<file path="src/rtl/mem_access_ctrl.sv">
// Load/store sequencer in front of a 16-bit word memory with a registered read port.
// 32-bit accesses are split big-endian into two word cycles (high word at A, low word at A+2).
module mem_access_ctrl #(
  parameter int ADDR_W = 16,
  parameter int WORD_W = 16
) (
  input  logic                  clk,
  input  logic                  rst,
  input  logic                  req_valid,
  output logic                  req_ready,
  input  logic                  req_we,
  input  logic                  req_size32,
  input  logic                  req_data_sel,
  input  logic [ADDR_W-1:0]     req_addr,
  input  logic [2*WORD_W-1:0]   req_wdata,
  output logic                  resp_valid,
  input  logic                  resp_ready,
  output logic [2*WORD_W-1:0]   resp_rdata,
  output logic                  resp_err,
  output logic                  mem_e,
  output logic                  mem_we,
  output logic                  mem_data,
  output logic [ADDR_W-1:0]     mem_addr,
  output logic [WORD_W-1:0]     mem_din,
  input  logic [WORD_W-1:0]     mem_dout
);

  typedef enum logic [2:0] {
    IDLE, WR_HI, WR_LO, RD_HI, RD_HI_CAP, RD_LO_CAP, RESP
  } state_t;

  state_t state, state_nxt;

  logic                we_q;
  logic                size32_q;
  logic                sel_q;
  logic [ADDR_W-1:0]   addr_q;
  logic [2*WORD_W-1:0] wdata_q;
  logic [WORD_W-1:0]   hi_q;
  logic [2*WORD_W-1:0] rdata_q;
  logic                err_q;
  logic [ADDR_W-1:0]   addr_lo;

  // Low half lives at A+2, wrapping naturally at the top of the address space.
  assign addr_lo = addr_q + ADDR_W'(2);

  always_ff @(posedge clk) begin
    if (rst) state <= IDLE;
    else     state <= state_nxt;
  end

  always_comb begin
    state_nxt = state;
    case (state)
      IDLE: begin
        if (req_valid) begin
          if (req_addr[0])  state_nxt = RESP;
          else if (req_we)  state_nxt = WR_HI;
          else              state_nxt = RD_HI;
        end
      end
      WR_HI:     state_nxt = size32_q ? WR_LO : RESP;
      WR_LO:     state_nxt = RESP;
      RD_HI:     state_nxt = RD_HI_CAP;
      RD_HI_CAP: state_nxt = size32_q ? RD_LO_CAP : RESP;
      RD_LO_CAP: state_nxt = RESP;
      RESP:      if (resp_ready) state_nxt = IDLE;
      default:   state_nxt = IDLE;
    endcase
  end

  // Request fields latch only on acceptance; read data is assembled as the words return.
  always_ff @(posedge clk) begin
    if (rst) begin
      we_q     <= 1'b0;
      size32_q <= 1'b0;
      sel_q    <= 1'b0;
      addr_q   <= '0;
      wdata_q  <= '0;
      hi_q     <= '0;
      rdata_q  <= '0;
      err_q    <= 1'b0;
    end else begin
      case (state)
        IDLE: begin
          if (req_valid) begin
            we_q     <= req_we;
            size32_q <= req_size32;
            sel_q    <= req_data_sel;
            addr_q   <= req_addr;
            wdata_q  <= req_wdata;
            err_q    <= req_addr[0];
            rdata_q  <= '0;
          end
        end
        RD_HI_CAP: begin
          hi_q <= mem_dout;
          if (!size32_q) rdata_q <= {{WORD_W{1'b0}}, mem_dout};
        end
        RD_LO_CAP: rdata_q <= {hi_q, mem_dout};
        default: ;
      endcase
    end
  end

  always_comb begin
    req_ready  = 1'b0;
    resp_valid = 1'b0;
    resp_rdata = '0;
    resp_err   = 1'b0;
    mem_e      = 1'b0;
    mem_we     = 1'b0;
    mem_data   = 1'b0;
    mem_addr   = '0;
    mem_din    = '0;
    case (state)
      IDLE: req_ready = 1'b1;
      WR_HI: begin
        mem_e    = 1'b1;
        mem_we   = 1'b1;
        mem_data = sel_q;
        mem_addr = addr_q;
        mem_din  = size32_q ? wdata_q[2*WORD_W-1:WORD_W] : wdata_q[WORD_W-1:0];
      end
      WR_LO: begin
        mem_e    = 1'b1;
        mem_we   = 1'b1;
        mem_data = sel_q;
        mem_addr = addr_lo;
        mem_din  = wdata_q[WORD_W-1:0];
      end
      RD_HI: begin
        mem_e    = 1'b1;
        mem_data = sel_q;
        mem_addr = addr_q;
      end
      RD_HI_CAP: begin
        mem_e    = size32_q;
        mem_data = sel_q;
        mem_addr = size32_q ? addr_lo : addr_q;
      end
      RD_LO_CAP: begin
        mem_data = sel_q;
        mem_addr = addr_lo;
      end
      RESP: begin
        resp_valid = 1'b1;
        resp_rdata = rdata_q;
        resp_err   = err_q;
      end
      default: ;
    endcase
  end

  logic unused_we;
  assign unused_we = we_q;

endmodule
</file>
<file path="config.mk">
export PLATFORM = sky130hd
export DESIGN_NAME = mem_access_ctrl
export DESIGN_NICKNAME = d
export VERILOG_FILES = /design/src/rtl/mem_access_ctrl.sv
export SDC_FILE = /design/constraint.sdc
export NUM_CORES = 1
export LEC_CHECK = 0
export CAP_MARGIN = 20
export CORE_AREA = 4 4 110 112
export DETAILED_ROUTE_END_ITERATION = 8
export DIE_AREA = 0 0 114 116
export GPL_ROUTABILITY_DRIVEN = 1
export GPL_TIMING_DRIVEN = 0
export PLACE_DENSITY = 0.83
export SYNTH_ARGS = -nofsm -noshare
export SYNTH_HDL_FRONTEND = slang
export SYNTH_SLANG_ARGS = --single-unit
</file>
<file path="constraint.sdc">
create_clock -name clk -period 1.35 [get_ports clk]
set_input_delay 0.135 -clock clk [delete_from_list [all_inputs] [get_ports clk]]
set_output_delay 0.135 -clock clk [all_outputs]
set_load 0.05 [all_outputs]
</file>
Yosys cells after proc, flatten, opt, wreduce, memory -nomap -nowiden
Index checks and enable logic that the tools add are counted.
{"block": "word_totals", "reg_bits": 102, "input_bits": 71, "output_inout_bits": 70, "word_cells": 49}
{"block": "op_classes", "n_addsub": 1, "n_eq_ne": 9, "n_mux": 21, "reduce_logical": 10}
{"cell": "32-bit two-way mux", "n": 3}
{"cell": "32-bit case mux with 3 select lines", "n": 1}
{"cell": "16-bit case mux with 3 select lines", "n": 1}
{"cell": "16-bit two-way mux", "n": 2}
{"cell": "16-bit case mux with 2 select lines", "n": 1}
{"cell": "3-bit case mux with 6 select lines", "n": 1}
{"cell": "16-bit by 2-bit adder with 16-bit output, second input constant", "n": 1}
{"cell": "3-bit two-way mux", "n": 4}
{"cell": "3-bit equality test, second input constant", "n": 3}
{"cell": "3-bit by 2-bit equality test with 1-bit output, second input constant", "n": 2}
{"cell": "2-bit != test, second input constant", "n": 3}
{"cell": "2-bit OR reduction", "n": 3}
{"cell": "1-bit two-way mux", "n": 5}
{"cell": "5-bit OR reduction", "n": 1}
{"cell": "2-bit two-way mux", "n": 2}
{"cell": "2-bit AND reduction", "n": 2}
{"cell": "3-bit by 1-bit equality test with 1-bit output, second input constant", "n": 1}
{"cell": "3-bit logical NOT", "n": 1}
{"cell": "3-bit AND reduction", "n": 1}
{"cell": "3-bit nonzero test", "n": 1}
{"cell": "3-bit OR reduction", "n": 1}
{"cell": "1-bit case mux with 2 select lines", "n": 1}

Logic depth before layout (Yosys ltp)
Gate-level depths: netlist of run 1.
{"block": "logic_depth", "word_depth": 4, "ltp_mapped": 8}

Least setup slack after synthesis of run 1
No wires, ideal clock.
{"block": "synth_timing", "path_type": "register -> output", "from": "register state[1]", "to": "output mem_addr[5]", "arrival_time_ns": 2.147, "t_required_ns": 1.215, "slack_ns": -0.932, "path_stages_with_launch": 7, "path_buffers": 2, "path_cell_list": "dfxtp_1 -> buf_4 -> nor3_1 -> mux2_2 -> buf_2 -> a21oi_1 -> o21ai_0"}
{"block": "synth_via", "elab_chain_cells": 3, "word_cells_on_any_way": 8, "classes_between": "eq/ne: 5; mux: 1; reduce/logical: 2"}
{"item": "from (decl)", "line": "32", "text": "state_t state, state_nxt;"}
{"item": "from (signal assigned)", "line": "49", "text": "else state <= state_nxt;"}
{"item": "3-bit by 2-bit equality test with 1-bit output (tied with other cells)", "line": "116", "text": "case (state)"}
{"item": "2-bit OR reduction (no source line)"}
{"item": "16-bit case mux with 3 select lines (*)", "line": "116"}
{"item": "to (decl)", "line": "23", "text": "output logic [ADDR_W-1:0] mem_addr,"}
Every way passes the cells marked *; elsewhere a longest branch is shown, timed or not.

Final worst setup path of run 1
{"block": "layout_timing", "from": "register state[0]", "to": "output mem_addr[11]"}
The elaborated chain is that of the path after synthesis.

==> insert_results.sql, run 1 <==
INSERT INTO impl_metrics (metric_group, metric, value, unit) VALUES
('global_route', 'first_global_vias', '5472', ''),
('clock_network', 'number_of_buffers_created_by_cts', '9', ''),
('sta', 'hold_violations', '0', ''),
('synth', 'synth_sequential_area_ratio', '0.431', ''),
('setup_path', 'required_time_of_the_critical_path', '1220', 'ps'),
('sta', 'fin_skew', '14.9', 'ps'),
('outcome', 'status', 'finished, violations left', ''),
('layout', 'antenna-diode-count', '0', ''),
('global_route', 'global_route.usage.total', '0.260', ''),
('layout', 'nets', '907', ''),
('setup_path', 'critical_path.startpoint_type', 'flop', ''),
('die', 'die_y', '116', 'microns'),
('synth', 'synth-edff-count', '0', ''),
('setup_path', 'critical_path_peak_fanout', '5', ''),
('setup_path', 'cell_class_contributing_the_biggest_share_of_worst_path_delay', 'buffers and inverters', ''),
('synth', 'post_synth_instance_area', '4690', 'sq um'),
('sta', 'timing.hold.ws', '337', 'ps'),
('place', 'hpwlAfterDp', '11200', 'microns'),
('synth', 'synth_top_flop_cell', 'dfxtp_1', ''),
('setup_path', 'worstPathCellList', 'nand2b_4 > o22ai_4 > buf_4 > buf_6 > nand4_1 > mux2i_4 > buf_6', ''),
('clock_network', 'ctsLongestPathBuffers', '2', ''),
('synth', 'synthXorXnorAreaFrac', '0.00187', ''),
('global_route', 'global_route.overflow_total', '0', ''),
('place', 'dp_worst_setup_slack', '-1020', 'ps'),
('synth', 'synth.top_cell.area_share', '0.431', ''),
('setup_path', 'timing.setup.critical_path_class', 'reg2out', ''),
('layout', 'utilization', '0.854', ''),
('pwr', 'power_per_cell_area', '1090', 'nW/um^2'),
('clock_network', 'cts-htree-levels', '3', ''),
('sta', 'final-setup-viol-count', '170', ''),
('sta', 'tightest_slew', '845', 'ps'),
('synth', 'synthArstFlopShare', '0', ''),
('synth', 'netlist_top_cells_count', 'nand2_1, a21oi_1, dfxtp_1', ''),
('clock_network', 'clkLatencyLatePin', '370', 'ps'),
('layout', 'area.sequential', '2060', 'sq um'),
('routing', 'drc', '0', ''),
('place', 'finalWeightedCongestion', '0.887', ''),
('setup_path', 'worstPathBufferInverterCount', '3', ''),
('setup_path', 'critPathCaptureType', 'primary output', ''),
('min_path', 'worstHoldPathType', 'in2reg', ''),
('place', 'place.port_buffers', '139', ''),
('synth', 'synth-simple-area-share', '0.273', ''),
('synth', 'synth.yosys.warnings', '0', ''),
('synth', 'synth.area.mux_share', '0.0131', ''),
('clock_network', 'cts-root-buf', 'clkbuf_16', ''),
('sta', 'rsz0062_at_grt', 'true', ''),
('layout', 'area_delta_synth_final', '104', '%'),
('clock_network', 'cts.reportedPaths.clkPinSlew', '80', 'ps'),
('sta', 'finalWorstPathRequiredPeriod', '2090', 'ps'),
('setup_path', 'critPathSlowestCell', 'dfxtp_4', ''),
('synth', 'synth_top_family_by_area', 'simple AND/OR/NAND/NOR gates', ''),
('synth', 'synth_top_cell_by_area', 'dfxtp_1', ''),
('die', 'die_x', '114', 'microns'),
('die', 'top_level_ports', '141', ''),
('routing', 'final_routed_wire_length_divided_by_cell_count', '24.8', 'microns'),
('synth', 'ys_top_cells_by_area', 'dfxtp_1, nand2_1, a21oi_1, and2_1, o21ai_0', ''),
('synth', 'synth_compound_gate_area_share', '0.213', ''),
('routing', 'vias', '6115', ''),
('sta', 'finalSetupTns', '-65490', 'ps'),
('clock_network', 'cts.sinks', '101', ''),
('sta', 'slew_headroom', '0.437', ''),
('global_route', 'grt_max_degree', '20', ''),
('sta', 'fin_ws', '-737', 'ps'),
('global_route', 'grt_antenna_before_repair', '0', ''),
('pwr', 'max-vdd-ir-drop', '1.04', 'mV'),
('sta', 'final_min_period_over_clock_period', '1.55', ''),
('synth', 'post_synth_inst_count', '613', ''),
('synth', 'seq_cells_post_synth', '101', ''),
('outcome', 'failed_checks', 'setup timing', ''),
('die', 'fp.dieArea', '13200', 'sq um'),
('synth', 'post-synth-top-count-cell', 'nand2_1', '');
==> worst register-to-register path: cells and delay by family, from the launching register on <==
family                 cells  cell delay [ps]
buffers and inverters      5              680
AND/OR/NAND/NOR            4              430
flip-flops                 1              390
AO/OA/AOI/OAI              1              200
==> registers in the layout (all words and copies together), names as in the netlist <==
register	cells
size32_q	1
rdata_q	32
addr_q	16
wdata_q	32
sel_q	1
hi_q	16
state	3
==> power by group <==
group / internal, mW / leakage, nW / switching, mW
clock: 1.67 / 0.161 / 1.35
sequential: 3.19 / 0.831 / 0.243
combinational: 1.91 / 2.80 / 2.11
==> stage by stage <==
stage	std cells	power (mW)	area (sq um)
after global placement	895	5.46	6750
after CTS	938	8.97	7980
after floorplan	613	4.82	5180
final	983	10.5	9580
after detailed placement	895	5.53	6750
after global routing	983	10.7	9580
==> metal layers <==
layer  track usage  vias up  part of all wire
met2         0.449      485              0.50
met3        0.0658      158             0.089
met1         0.300     2908              0.34
met5             0        -                 0
li1              -     2564                 -
met4         0.128        0             0.074
==> worst paths after layout <==
kind / cells past startpoint / start / slack (ps) / endpoint
hold / removal: 3 / req_wdata[7] / 340 / wdata_q[7]$_SDFFE_PP0P_
setup / recovery: 7 / state[0]$_SDFFE_PP0P_ / -740 / mem_addr[11]
setup reg to reg: 10 / state[2]$_SDFFE_PP0P_ / -440 / wdata_q[0]$_SDFFE_PP0P_
hold reg to reg: 2 / rdata_q[1]$_SDFFE_PP0P_ / 470 / rdata_q[1]$_SDFFE_PP0P_
==> cells in the final DEF, fill, tap and decap left out, types with 14 or more instances in the layout <==
master	netlist	routed
o21ai_2	0	23
buf_6	3	51
buf_4	9	35
nand4b_1	16	16
clkdlybuf4s50_1	0	69
a22o_4	0	19
nand2_1	162	106
a21oi_1	108	41
buf_12	0	14
buf_8	0	66
and2_4	0	35
a21oi_2	1	62
dfxtp_1	101	85
clkbuf_16	0	19
nand2_4	0	44
==> final cells by class <==
class / count / share of cell area
Buffer: 49 / 0.0573
Clock buffer: 9 / 0.0235
Clock inverter: 7 / 0.0118
Inverter: 6 / 0.00287
Multi-Input combinational cell: 452 / 0.393
Sequential cell: 101 / 0.215
Tap cell: 143 / 0.0187
Timing Repair Buffer: 216 / 0.278
==> repair_timing <==
action                     CTS  global route
pin swaps                   12           131
gates resized for setup    646           318
setup endpoints to repair  157           164
buffers inserted            20            43
cloned                       8             9
==> cells by family after synthesis <==
family,count (synthesis)
AOI/OAI and AO/OA,177
xor gates and xnor gates,1
adders and majority gates,1
buffers and inverters,60
DFF,101
muxes,6
and+or+nand+nor,267
Note: power is estimated with default switching activity, not from simulation.
==> inputs of run 2 (changes only) <==
--- a/config.mk
+++ b/config.mk
@@ -6,9 +6,9 @@
 export NUM_CORES = 1
 export LEC_CHECK = 0
 export CAP_MARGIN = 20
-export CORE_AREA = 4 4 110 112
+export CORE_AREA = 2 2 108 110
 export DETAILED_ROUTE_END_ITERATION = 8
-export DIE_AREA = 0 0 114 116
+export DIE_AREA = 0 0 110 112
 export GPL_ROUTABILITY_DRIVEN = 1
 export GPL_TIMING_DRIVEN = 0
 export PLACE_DENSITY = 0.83
==> run 2 against run 1 <==
Against the previous run:
- the run still ends with setup timing left
- global-route usage grew 4.5 points
- register-to-register slack gained 50 ps
- combinational power fell by 6.7%
- count of clock-buffer cells in the layout is the same
- flip-flop and latch count did not move
- clock skew is 2.5 ps higher
- worst hold slack got worse by 64 ps
==> insert_results.sql, run 2 (synthesis results as in run 1) <==
INSERT INTO impl_metrics (metric_group, metric, value, unit) VALUES
('pwr', 'switching_share_of_total_power', '0.363', ''),
('global_route', 'grt_max_degree', '21', ''),
('place', 'place.port_buffers', '139', ''),
('pwr', 'seq_power_share', '0.349', ''),
('clock_network', 'cts.reportedPaths.clkPinSlew', '80', 'ps'),
('die', 'fp.dieArea', '12300', 'sq um'),
('place', 'dp_worst_setup_slack', '-1030', 'ps'),
('die', 'die_x', '110', 'microns'),
('layout', 'antenna-diode-count', '0', ''),
('pwr', 'comb_power_share', '0.381', ''),
('sta', 'finalSetupTns', '-61570', 'ps'),
('layout', 'utilization', '0.812', ''),
('die', 'initial_utilization', '0.420', ''),
('place', 'hpwlAfterDp', '11100', 'microns'),
('outcome', 'status', 'finished, violations left', ''),
('clock_network', 'cts-root-buf', 'clkbuf_16', ''),
('outcome', 'failed_checks', 'setup timing', ''),
('run', 'maxCapViolations', '0', ''),
('setup_path', 'data_arrival_time_of_the_critical_path', '1980', 'ps'),
('routing', 'antenna_left', '0', ''),
('sta', 'fin_ws', '-765', 'ps'),
('place', 'finalWeightedCongestion', '0.890', ''),
('clock_network', 'ctsLongestPathBuffers', '2', ''),
('die', 'row_count', '39', ''),
('pwr', 'p_int', '6.28', 'mW'),
('global_route', 'grt_antenna_before_repair', '0', ''),
('layout', 'finalInstanceArea', '9070', 'sq um'),
('die', 'top_level_ports', '141', ''),
('layout', 'drive_above_1_share', '0.479', ''),
('clock_network', 'clkLatencyLatePin', '370', 'ps'),
('pwr', 'max-vdd-ir-drop', '0.998', 'mV'),
('routing', 'final_routed_wire_length_divided_by_cell_count', '23.0', 'microns'),
('pwr', 'power_per_cell_area', '1090', 'nW/um^2'),
('routing', 'wirelength', '22500', 'microns'),
('place', 'dpl-instance-area', '6750', 'sq um'),
('die', 'coreArea', '11200', 'sq um'),
('global_route', 'first_global_vias', '5596', ''),
('sta', 'tightest_slew', '760', 'ps'),
('sta', 'final_max_slew_viols', '0', ''),
('clock_network', 'cts.sinks', '101', ''),
('routing', 'drc', '0', ''),
('global_route', 'global_route.usage.total', '0.305', ''),
('sta', 'finalWorstPathRequiredPeriod', '2110', 'ps'),
('setup_path', 'timing.setup.critical_path_class', 'reg2out', ''),
('die', 'die_y', '112', 'microns'),
('layout', 'mostFrequentLayoutCells', 'nand2_1, dfxtp_1, buf_8', ''),
('sta', 'fin_skew', '17.3', 'ps'),
('clock_network', 'number_of_buffers_created_by_cts', '9', ''),
('clock_network', 'cts-htree-levels', '3', ''),
('setup_path', 'critPathCaptureType', 'primary output', ''),
('routing', 'drt_first_pass_iters', '8', ''),
('setup_path', 'critical_path.startpoint_type', 'flop', ''),
('routing', 'drt_first_iter_violations', '576', ''),
('layout', 'mostFrequentLayoutCell', 'nand2_1', ''),
('routing', 'vias', '5944', ''),
('setup_path', 'required_time_of_the_critical_path', '1220', 'ps'),
('pwr', 'power_leakage', '3.48', 'nW'),
('layout', 'reg_top3', 'rdata_q: 32 flops, wdata_q: 32 flops', ''),
('sta', 'rsz0062_at_grt', 'true', ''),
('layout', 'nets', '904', ''),
('clock_network', 'tritoncts', 'yes', ''),
('sta', 'final-setup-viol-count', '170', ''),
('pwr', 'clockPowerShare', '0.271', ''),
('pwr', 'power.switching', '3.58', 'mW'),
('sta', 'final_min_period_over_clock_period', '1.57', ''),
('global_route', 'global_route.overflow_total', '0', ''),
('setup_path', 'critical_path_peak_fanout', '6', ''),
('sta', 'hold_violations', '0', ''),
('min_path', 'worstHoldPathType', 'in2reg', ''),
('sta', 'achievable-frequency', '473', 'MHz'),
('sta', 'slew_headroom', '0.493', ''),
('layout', 'area_delta_synth_final', '93.3', '%'),
('routing', 'vias_per_cell', '6.07', ''),
('global_route', 'grt_pass1_wl', '29200', 'microns');
==> run 2: changes by cell type in the layout (fill, tap and decap cells not counted), sizes merged <==
cell,delta
buf,-4
bufbuf,+2
bufinv,-2
clkbuf,-2
clkinv,+3
inv,-1
o22ai,+1
==> run 2: per-layer routing <==
layer / vias up / wire, microns / global-route usage
met5: - / 0 / 0
met2: 441 / 11000 / 0.532
met3: 136 / 2060 / 0.0644
li1: 2563 / - / -
met4: 0 / 1440 / 0.133
met1: 2804 / 8030 / 0.355
==> run 2: cell type report <==
cell class	count	area (sq um)
timing repair buffer	208	2470
fill	598	2110
multi-input combinational	453	3460
clock inverter	7	80.1
clock buffer	9	225
buffer	53	569
tap	143	179
sequential	101	2060
inverter	6	27.5
==> run 2: stage by stage <==
stage          cells  hold slack [ps]  power [mW]
3_5_place_dp     895              447        5.53
4_1_cts          955              251        8.98
2_1_floorplan    613              261        4.82
3_3_place_gp     895              444        5.46
6_report         980              272        9.86
5_1_grt          980              284        10.1
==> run 2: timing repair <==
item,4_1_cts,5_1_grt
endpoints found under the setup margin,162,165
cloned,14,3
hold buffers,0,0
gates resized for setup,711,135
pin swaps,42,38
setup buffers,31,26
==> run 2: worst paths after layout <==
| check | startpoint | slack [ps] | cells past startpoint | to |
|---|---|---|---|---|
| worst min register to register | rdata_q[2]$_SDFFE_PP0P_ | 470 | 2 | rdata_q[2]$_SDFFE_PP0P_ |
| worst max register to register | state[0]$_SDFFE_PP0P_ | -390 | 9 | rdata_q[9]$_SDFFE_PP0P_ |
| worst min-delay path | rst | 270 | 2 | wdata_q[1]$_SDFFE_PP0P_ |
| worst max-delay path | state[1]$_SDFFE_PP0P_ | -760 | 6 | mem_addr[7] |
==> run 2: power by group through the flow <==
stage | sequential, mW | clock (mW) | combinational (mW)
3_5_place_dp | 3.43 | 0 | 2.09
2_1_floorplan | 3.38 | 0 | 1.44
3_3_place_gp | 3.42 | 0 | 2.04
6_report | 3.44 | 2.67 | 3.75
4_1_cts | 3.39 | 2.59 | 3.00
5_1_grt | 3.45 | 2.82 | 3.86
==> run 2: critical path: stages, from the launching register on <==
cell and delay [ps]:
dfxtp_4 450, nand2b_4 120, o22ai_4 300, buf_6 170
nand4_1 110, o211ai_1 230, buf_4 240
